===== config.mk =====
export PLATFORM = sky130hd
export DESIGN_NAME = sysarray_result_writer
export DESIGN_NICKNAME = d
export VERILOG_FILES = /design/src/rtl/sysarray_result_writer.sv
export SDC_FILE = /design/constraint.sdc
export NUM_CORES = 1
export LEC_CHECK = 0
export ABC_AREA = 1
export CORE_ASPECT_RATIO = 1.5
export CORE_MARGIN = 5
export CORE_UTILIZATION = 60
export DETAILED_ROUTE_END_ITERATION = 10
export HOLD_SLACK_MARGIN = 0.15
export PLACE_DENSITY_LB_ADDON = 0.1
export SLEW_MARGIN = 20
export SYNTH_ARGS = -nofsm -noshare
export SYNTH_HDL_FRONTEND = slang
export SYNTH_SLANG_ARGS = --single-unit

===== constraint.sdc =====
create_clock -name clock -period 17.1 [get_ports clock]
set_input_delay 3.42 -clock clock [delete_from_list [all_inputs] [get_ports clock]]
set_output_delay 3.42 -clock clock [all_outputs]
set_load 0.01 [all_outputs]

===== src/rtl/sysarray_result_writer.sv =====
// sysarray_result_writer
//   Write-back stage of the 3x3 systolic matmul datapath. Samples the array's five
//   result taps at fixed offsets after the first skewed operand edge and de-skews them
//   into a row-major 3x3 result D. D is then written as nine consecutive words into
//   the block RAM port.
//
// Ports
//   clock     : sole clock, all logic on posedge
//   reset     : synchronous, active-high
//   start     : high on the edge that registers the first skewed operands
//   c53..c45  : array result taps (N+1 bits each)
//   mem_ena   : RAM enable, high only while writing
//   mem_wea   : RAM write enable
//   mem_addr  : RAM address (5 bits)
//   mem_dina  : RAM write data
//   busy      : high in every state except idle
//   done      : single-cycle pulse after the ninth write
module sysarray_result_writer #(
  parameter int unsigned N          = 15,
  parameter int unsigned CAP_OFFSET = 5,
  parameter int unsigned BASE_ADDR  = 18
) (
  input  logic       clock,
  input  logic       reset,
  input  logic       start,
  input  logic [N:0] c53,
  input  logic [N:0] c54,
  input  logic [N:0] c55,
  input  logic [N:0] c35,
  input  logic [N:0] c45,
  output logic       mem_ena,
  output logic       mem_wea,
  output logic [4:0] mem_addr,
  output logic [N:0] mem_dina,
  output logic       busy,
  output logic       done
);

  localparam int unsigned CntW     = $clog2(CAP_OFFSET + 1);
  localparam logic [CntW-1:0] CntLast = CntW'(CAP_OFFSET - 1);
  localparam logic [4:0]      BaseAddr = 5'(BASE_ADDR);

  typedef enum logic [2:0] {
    StIdle,
    StWait,
    StCapture,
    StWrite,
    StDone
  } state_e;

  state_e          state_q;
  logic [CntW-1:0] cnt_q;
  logic [1:0]      cap_q;
  logic [3:0]      wr_idx_q;
  logic [N:0]      d_q [9];

  logic [3:0] wr_idx_next;
  assign wr_idx_next = wr_idx_q + 4'd1;

  always_ff @(posedge clock) begin
    if (reset) begin
      state_q  <= StIdle;
      cnt_q    <= '0;
      cap_q    <= '0;
      wr_idx_q <= '0;
      mem_ena  <= 1'b0;
      mem_wea  <= 1'b0;
      mem_addr <= '0;
      mem_dina <= '0;
      busy     <= 1'b0;
      done     <= 1'b0;
      for (int i = 0; i < 9; i++) begin
        d_q[i] <= '0;
      end
    end else begin
      unique case (state_q)
        StIdle: begin
          if (start) begin
            busy  <= 1'b1;
            cnt_q <= CntW'(1);
            cap_q <= '0;
            // With a one-cycle offset the first capture is the very next edge.
            if (CAP_OFFSET == 1) begin
              state_q <= StCapture;
            end else begin
              state_q <= StWait;
            end
          end
        end

        StWait: begin
          cnt_q <= cnt_q + 1'b1;
          if (cnt_q == CntLast) begin
            state_q <= StCapture;
          end
        end

        StCapture: begin
          cap_q <= cap_q + 2'd1;
          // Taps emerge skewed: the bottom-right tap produces three results over three
          // edges, the corner taps fewer, so each edge fills a different subset of D.
          case (cap_q)
            2'd0: begin
              d_q[0] <= c55;
              d_q[1] <= c45;
              d_q[2] <= c35;
              d_q[3] <= c54;
              d_q[6] <= c53;
            end
            2'd1: begin
              d_q[4] <= c55;
              d_q[5] <= c45;
              d_q[7] <= c54;
            end
            default: begin
              d_q[8]   <= c55;
              state_q  <= StWrite;
              wr_idx_q <= '0;
              mem_ena  <= 1'b1;
              mem_wea  <= 1'b1;
              mem_addr <= BaseAddr;
              mem_dina <= d_q[0];
            end
          endcase
        end

        StWrite: begin
          if (wr_idx_q == 4'd8) begin
            state_q <= StDone;
            mem_ena <= 1'b0;
            mem_wea <= 1'b0;
            done    <= 1'b1;
          end else begin
            wr_idx_q <= wr_idx_next;
            mem_addr <= BaseAddr + {1'b0, wr_idx_next};
            mem_dina <= d_q[wr_idx_next];
          end
        end

        StDone: begin
          done    <= 1'b0;
          busy    <= 1'b0;
          state_q <= StIdle;
        end

        default: begin
          state_q <= StIdle;
        end
      endcase
    end
  end

endmodule


Word-level counts from Yosys, hierarchy flattened
Memory sizes are Yosys's and may differ from the RTL's.
Index checks and enable logic that the tools add are counted.
Storage, ports and cells
  register bits after elaboration: 36
  bits in writable memories: 144
  input bits: 83
  output and inout bits: 25
  word-level logic and storage cells: 97
  memories: 1
Memories
  d_q: words 9, width 16, read ports 2, clocked after memory_dff 0, write ports 9, line 55  | logic [N:0] d_q [9];
Cells by class
  $add $sub $neg: 4
  equal/unequal tests: 12
  multiplexer cells: 47
  bitwise logic cells: 9
  reductions and logical operators: 15
Operators by type and width (count)
  16-bit two-way mux: 11
  16-bit one-hot mux with 2 select lines: 1
  1-bit two-way mux: 18
  3-bit two-way mux: 4
  3-bit one-hot mux with 4 select lines: 1
  5-bit two-way mux: 2
  2-bit inequality test, second input constant: 5
  5-bit one-hot mux with 2 select lines: 1
  2-bit nonzero test: 5
  1-bit OR: 9
  4-bit two-way mux: 2
  4-bit one-hot mux with 2 select lines: 1
  2-bit AND reduction: 4
  3-bit by 2-bit == test with 1-bit output, second input constant: 2
  3-bit == test, second input constant: 2
  1-bit one-hot mux with 2 select lines: 3
  3-bit one-hot mux with 2 select lines: 1
  3-bit AND reduction: 2
  5-bit by 4-bit adder with 5-bit output, first input constant: 1
  4-bit by 1-bit adder with 4-bit output, second input constant: 1
  4-bit == test, second input constant: 1
  2-bit one-hot mux with 2 select lines: 1
  4-bit AND reduction: 1
  3-bit by 1-bit adder with 3-bit output, second input constant: 1
  other kinds (7): 7

Longest topological paths before layout
Gate-level depths: netlist of the first run.
  depth in word-level cells: 7
  mapped depth: 12
  gate-level depth less buffers: 9

Worst setup path after synthesis of the first run
OpenSTA, ideal clock, no wires.
  path type: in2reg
  start point: in reset
  end point: mem d_q[0][0] in the netlist's numbering (enable)
  library setup time: 1.239 ns
  data arrival time: 6.414 ns
  data required time: 15.861 ns
  setup slack: 9.446 ns
  cell stages on the path: 4
  buffers on the path: 2
  cell sequence: clkbuf_1 > inv_1 > clkbuf_1 > o21ai_0
RTL lines
  start: declaration: line 24  | input logic reset,
  end: declaration: line 55

==> run_results.csv, run 1 <==
group,metric,value,unit
floorplan,coreArea,13600,um2
routing,detail-route-antenna-nets,0,
floorplan,fp.dieH,154,um
routing,drt-wirelength-per-cell,15.3,um
global_route,grt_pass1_vias,5881,
synth,synth.distinct_cells,33,
global_route,track_usage,0.229,
clocking,cts_sinks,179,
job,cap_violations,0,
routing,via_per_inst,5.16,
clocking,cts.path.max_buffers,2,
setup_path,critPathRequiredTime,17140,ps
pwr,p_per_area,122,nW/um2
layout,final_nets,1105,
synth,synth-async-reset-ratio,0,
setup_path,ff2ff_setup_slack,13710,ps
placed_design,place_congestion,0.829,
timing,tightest_slew,1080,ps
pwr,internal_power,869,uW
timing,finalCritPeriodShare,0.346,
timing,relSlewSlack,0.282,
layout,synthToLayoutAreaGrowth,20.6,%
setup_path,crit_fanout,80,
setup_path,arrival,5960,ps
timing,drv_slew,0,
clocking,clkLatencyLatePin,430,ps
timing,fin_setup_tns,0,ps
setup_path,worstSetupStartpointType,"input pin",
setup_path,cp-end-kind,"register",
min_path,min_path_type,"register to register",
min_path,holdPathStages,2,
pwr,clock_power_share,0.321,
floorplan,die_area,16400,um2
timing,setup_viol,0,
global_route,overflow,0,
routing,drcViolationCount,0,
pwr,p_seq_frac,0.463,
setup_path,endpoint,"d_q[3][2]$_DFFE_PP_",
layout,final_core_util,0.740,
timing,hold_viol,0,
clocking,cts_root_buf,"clkbuf_16",
timing,clock_skew,12.6,ps
setup_path,reg2reg_from,"mem_addr[0]$_SDFFE_PP0P_",
synth,seq_area_frac_synth,0.602,
synth,syn_area,8340,um2
timing,fin_crit,5920,ps
pwr,switchingPower,354,uW
clocking,clkTransAtPathRegs,70,ps
pwr,vdd.ir_drop.worst,65.0,uV
global_route,antenna_found_initial,0,
pwr,swShare,0.289,
floorplan,die_w,106,um
synth,synthesis.instances,927,
clocking,cts_hold_repair.buffers,0,
floorplan,pin_count,108,
synth,ys_ff_latch,179,
synth,syn_area_per_cell,9.00,um2
setup_path,crit_start,"reset",
timing,fmax,169,MHz
global_route,grt_pass1_wl,29300,um
clocking,cts_setup_buffers,0,
setup_path,r2r_end,"mem_dina[2]$_SDFFE_PP0P_",
synth,syn_nets,1017,
clocking,cts_tree,"yes",
routing,drtIter0Drc,481,
synth,synth_warnings,0,
floorplan,start_util,0.613,
run_status,status,"complete, no violations",
synth,ys.flop_type,"edfxtp_1",
synth,synth_edf_count,144,
setup_path,r2r_cells,10,
routing,dr.pass1.iters,5,
clocking,numCtsBuffers,17,
pwr,p_leak,0.00442,uW
clocking,ctsResizeCount,0,
setup_path,crit_type,"input pin to register",
timing,rsz0062_at_grt,"no",
global_route,grt_max_degree,81,
placed_design,portBuffers,107,
routing,detailroute.via_count,6143,
floorplan,rows,52,
layout,antennaDiodeCount,0,
placed_design,hpwl,11500,um
routing,wirelength,18200,um
pwr,p_comb_frac,0.216,
layout,layout-drive-gt1-share,0.0700,
clocking,htreeDepth,4,
metal layers:
metal,part of all wire,global-route usage
met1,0.41,0.292
met3,0.072,0.0505
met4,0.014,0.0735
met2,0.50,0.390
met5,0,0
worst min path at each step:
stage / start / end / slack (ps)
after floorplan: cap_q[1]$_SDFFE_PP0P_ / cap_q[1]$_SDFFE_PP0P_ / 440
after global placement: mem_addr[3]$_SDFFE_PP0P_ / mem_addr[3]$_SDFFE_PP0P_ / 450
after detailed placement: mem_addr[4]$_SDFFE_PP0P_ / mem_addr[4]$_SDFFE_PP0P_ / 450
after CTS: mem_addr[4]$_SDFFE_PP0P_ / mem_addr[4]$_SDFFE_PP0P_ / 460
after global routing: mem_addr[4]$_SDFFE_PP0P_ / mem_addr[4]$_SDFFE_PP0P_ / 480
final: mem_addr[4]$_SDFFE_PP0P_ / mem_addr[4]$_SDFFE_PP0P_ / 460
sequential cells by signal, indices dropped and copies added (netlist names):
| signal | count |
|---|---|
| d_q | 144 |
| mem_dina | 16 |
| mem_addr | 5 |
| cnt_q | 3 |
| state_q | 3 |
| wr_idx_q | 3 |
| cap_q | 2 |
| busy | 1 |
| done | 1 |
| mem_wea | 1 |
Yosys cell counts, types with 2 or more instances:
cell | number | share of area
dfxtp_1 | 35 | 0.084
inv_2 | 4 | 0.0018
nor2_8 | 2 | 0.0048
nand3_1 | 50 | 0.030
buf_1 | 2 | 0.00090
a21oi_1 | 19 | 0.011
nand4_1 | 16 | 0.012
nor2_1 | 155 | 0.070
a211oi_1 | 2 | 0.0018
buf_2 | 26 | 0.016
xor2_1 | 2 | 0.0021
buf_6 | 3 | 0.0040
nand3_2 | 10 | 0.012
o21ai_0 | 21 | 0.013
clkbuf_1 | 10 | 0.0045
nand2_4 | 2 | 0.0027
edfxtp_1 | 144 | 0.52
nand2_1 | 261 | 0.12
a21oi_2 | 9 | 0.0095
buf_4 | 2 | 0.0018
ha_1 | 7 | 0.010
inv_1 | 133 | 0.060
nand2_2 | 2 | 0.0015
through the flow:
stage	hold WS (ps)	cell area [um2]	std cells	setup WS, ps	total power [uW]
2_1_floorplan	442	8340	927	9450	753
3_3_place_gp	451	9450	1158	10760	830
3_5_place_dp	454	9450	1158	10790	838
4_1_cts	464	10100	1190	11220	1230
5_1_grt	479	10100	1190	11050	1280
6_report	457	10100	1190	11180	1220
layout make-up:
| class | count | area [um2] |
|---|---|---|
| Clock buffer | 25 | 562 |
| Clock inverter | 7 | 52.6 |
| Fill cell | 993 | 3540 |
| Inverter | 139 | 524 |
| Multi-Input combinational cell | 565 | 2580 |
| Sequential cell | 179 | 5030 |
| Tap cell | 162 | 203 |
| Timing Repair Buffer | 113 | 1120 |
worst max-delay path, cell delays in order:
cell	delay [ps]
clkdlybuf4s50_1	870
inv_1	590
o21ai_4	170
buf_4	810
cells in the final DEF (no fill, tap or decap), drive strengths merged:
cell type / Yosys / routed
a211oi: 3 / 3
a21oi: 28 / 28
a22oi: 1 / 1
buf: 34 / 6
clkbuf: 10 / 25
clkdlybuf4s50: 0 / 107
clkinv: 1 / 5
clkinvlp: 0 / 1
dfxtp: 35 / 35
edfxtp: 144 / 144
ha: 7 / 7
inv: 138 / 140
nand2: 265 / 265
nand3: 61 / 61
nand4: 16 / 16
nor2: 159 / 159
nor3: 1 / 1
o21ai: 21 / 21
o31ai: 1 / 1
xor2: 2 / 2
logic make-up (layout without fill, tap and decap cells):
| family | after synthesis | count (layout) | synth area share |
|---|---|---|---|
| XOR/XNOR | 2 | 2 | 0.00210 |
| buffers and inverters | 183 | 284 | 0.0915 |
| adder cells (fa/ha/maj) | 7 | 7 | 0.0105 |
| AO/OA/AOI/OAI | 54 | 54 | 0.0385 |
| flip-flops | 179 | 179 | 0.602 |
| AND/OR/NAND/NOR | 502 | 502 | 0.255 |
power by group through the flow:
stage,clock [uW],combinational (uW),sequential [uW]
2_1_floorplan,0,171,582
3_3_place_gp,0,258,573
3_5_place_dp,0,263,575
4_1_cts,397,265,566
5_1_grt,414,297,572
6_report,393,264,566
Power figures use the tool's default switching activity.
==> inputs of run 2 (changes only) <==
--- a/config.mk
+++ b/config.mk
@@ -8,7 +8,7 @@
 export ABC_AREA = 1
 export CORE_ASPECT_RATIO = 1.5
 export CORE_MARGIN = 5
-export CORE_UTILIZATION = 60
+export CORE_UTILIZATION = 55
 export DETAILED_ROUTE_END_ITERATION = 10
 export HOLD_SLACK_MARGIN = 0.15
 export PLACE_DENSITY_LB_ADDON = 0.1
==> constraint.sdc (replaced) <==
create_clock -name clock -period 5.6 [get_ports clock]
set_input_delay 1.12 -clock clock [delete_from_list [all_inputs] [get_ports clock]]
set_output_delay 1.12 -clock clock [all_outputs]
set_load 0.01 [all_outputs]
==> run_results.csv, run 2 (synthesized netlist as in run 1, its figures left out) <==
group,metric,value,unit
clocking,cts_root_buf,"clkbuf_16",
floorplan,die_area,17800,um2
layout,top_register,"d_q",
setup_path,cp_slowest_cell,"clkdlybuf4s50_1",
layout,most-common-layout-cells,"261 x nand2_1, 155 x nor2_1, 144 x edfxtp_1, 132 x inv_1, 107 x clkdlybuf4s50_1",
timing,rsz0062_at_grt,"no",
setup_path,cp-end-kind,"register",
floorplan,die_w,111,um
timing,finalCritPeriodShare,0.631,
setup_path,cp_cell_sequence,"clkdlybuf4s50_1 > inv_1 > o21ai_4 > buf_4",
clocking,ctsResizeCount,0,
setup_path,crit_buf_inv,3,
clocking,cts.path.max_buffers,2,
job,cap_violations,0,
routing,dr.pass1.iters,5,
global_route,overflow,0,
setup_path,cpPeakStageDelay,860,ps
layout,antennaDiodeCount,0,
timing,fin_crit,3530,ps
clocking,clkLatencyLatePin,430,ps
routing,via_per_inst,4.97,
floorplan,start_util,0.556,
layout,largestRegisters,"d_q x144, mem_dina x16, mem_addr x5",
routing,wirelength,17800,um
setup_path,crit_type,"input pin to register",
timing,fin_setup_tns,0,ps
clocking,cts_setup_buffers,0,
layout,final_nets,1106,
layout,synthToLayoutAreaGrowth,20.7,%
layout,fin_cells,1228,
layout,largest_reg_flops,144,
clocking,cts_hold_repair.buffers,0,
timing,clock_skew,9.70,ps
floorplan,fp.dieH,161,um
pwr,finalPower,3690,uW
timing,hold_viol,0,
setup_path,crit_family,"buffers and inverters",
clocking,numCtsBuffers,17,
layout,final_common_cell,"nand2_1",
min_path,min_path_type,"register to register",
layout,layout-drive-gt1-share,0.0729,
routing,drcViolationCount,0,
setup_path,worstSetupStartpointType,"input pin",
placed_design,place_inst,1196,
layout,multi_input_area,2580,um2
routing,detailroute.via_count,6103,
global_route,grt_pass1_vias,6006,
clocking,clkTransAtPathRegs,70,ps
floorplan,coreArea,15000,um2
layout,final_area,10100,um2
placed_design,placedInstanceArea,9500,um2
placed_design,hpwl,11800,um
setup_path,arrival,3600,ps
setup_path,critPathRequiredTime,5660,ps
pwr,p_per_area,366,nW/um2
layout,seqCellArea,5030,um2
placed_design,place_congestion,0.809,
layout,fillers,1276,
placed_design,portBuffers,107,
global_route,antenna_found_initial,0,
global_route,grt_pass1_wl,29400,um
layout,final_core_util,0.671,
timing,tightest_slew,853,ps
global_route,grt_max_degree,66,
floorplan,rows,55,
timing,drv_slew,0,
clocking,htreeDepth,4,
routing,detail-route-antenna-nets,0,
global_route,track_usage,0.203,
routing,drtIter0Drc,397,
run_status,status,"complete, no violations",
timing,setup_viol,0,
timing,fmax,283,MHz
pwr,p_leak,0.00440,uW
timing,relSlewSlack,0.431,
routing,drt-wirelength-per-cell,14.5,um
clocking,cts_tree,"yes",
floorplan,pin_count,108,
pwr,vdd.ir_drop.worst,201,uV
clocking,cts_sinks,179,
setup_path,crit_fanout,38,
run 2: changes by cell type in the layout (fill, tap and decap cells not counted), sizes merged:
| cell | change |
|---|---|
| clkbuf | -8 |
| inv | +6 |
| buf | +1 |
| bufinv | +1 |
| clkinvlp | +1 |
run 2: through the flow:
stage          setup WS, ps  hold WS (ps)
2_1_floorplan           840           442
4_1_cts                2010           469
3_5_place_dp           1550           458
3_3_place_gp           1630           450
5_1_grt                1910           490
6_report               2070           466
run 2: worst register-to-register path: stages (launching register included):
cell	delay, ps
dfxtp_2	590
buf_4	530
clkinv_1	220
ha_1	350
clkinv_1	530
nand3_1	290
nand3_1	90
nand2_1	90
nand2_1	70
a21oi_1	150
run 2: power by group:
group / total, uW / leakage [uW] / switching, uW / internal [uW]
registers: 1730 / 0.00178 / 76.0 / 1650
clock network: 1160 / 0.000279 / 534 / 628
logic: 800 / 0.00235 / 505 / 295
total: 3690 / 0.00440 / 1120 / 2570
run 2: final cells by class:
class                           count  area share
Multi-Input combinational cell    565       0.256
Clock buffer                       17      0.0422
Clock inverter                     15      0.0145
Timing Repair Buffer              114       0.112
Tap cell                          199      0.0247
Sequential cell                   179       0.499
Inverter                          139      0.0521
run 2: final timing paths:
kind | start | to | slack [ps] | cells after the start
worst max register to register | mem_addr[0]$_SDFFE_PP0P_ | mem_dina[2]$_SDFFE_PP0P_ | 2630 | 9
worst min register to register | mem_addr[1]$_SDFFE_PP0P_ | mem_addr[1]$_SDFFE_PP0P_ | 470 | 2
worst min-delay path | mem_addr[1]$_SDFFE_PP0P_ | mem_addr[1]$_SDFFE_PP0P_ | 470 | 2
worst max-delay path | reset | d_q[1][10]$_DFFE_PP_ | 2070 | 4
run 2: layer usage:
layer | track usage | vias to the layer above | routed length, um | part of all wire
met1 | 0.274 | 2755 | 7820 | 0.44
met5 | 0 | - | 0 | 0
met3 | 0.0400 | 16 | 1140 | 0.064
li1 | - | 3109 | - | -
met2 | 0.337 | 223 | 8620 | 0.49
met4 | 0.0532 | 0 | 172 | 0.0097
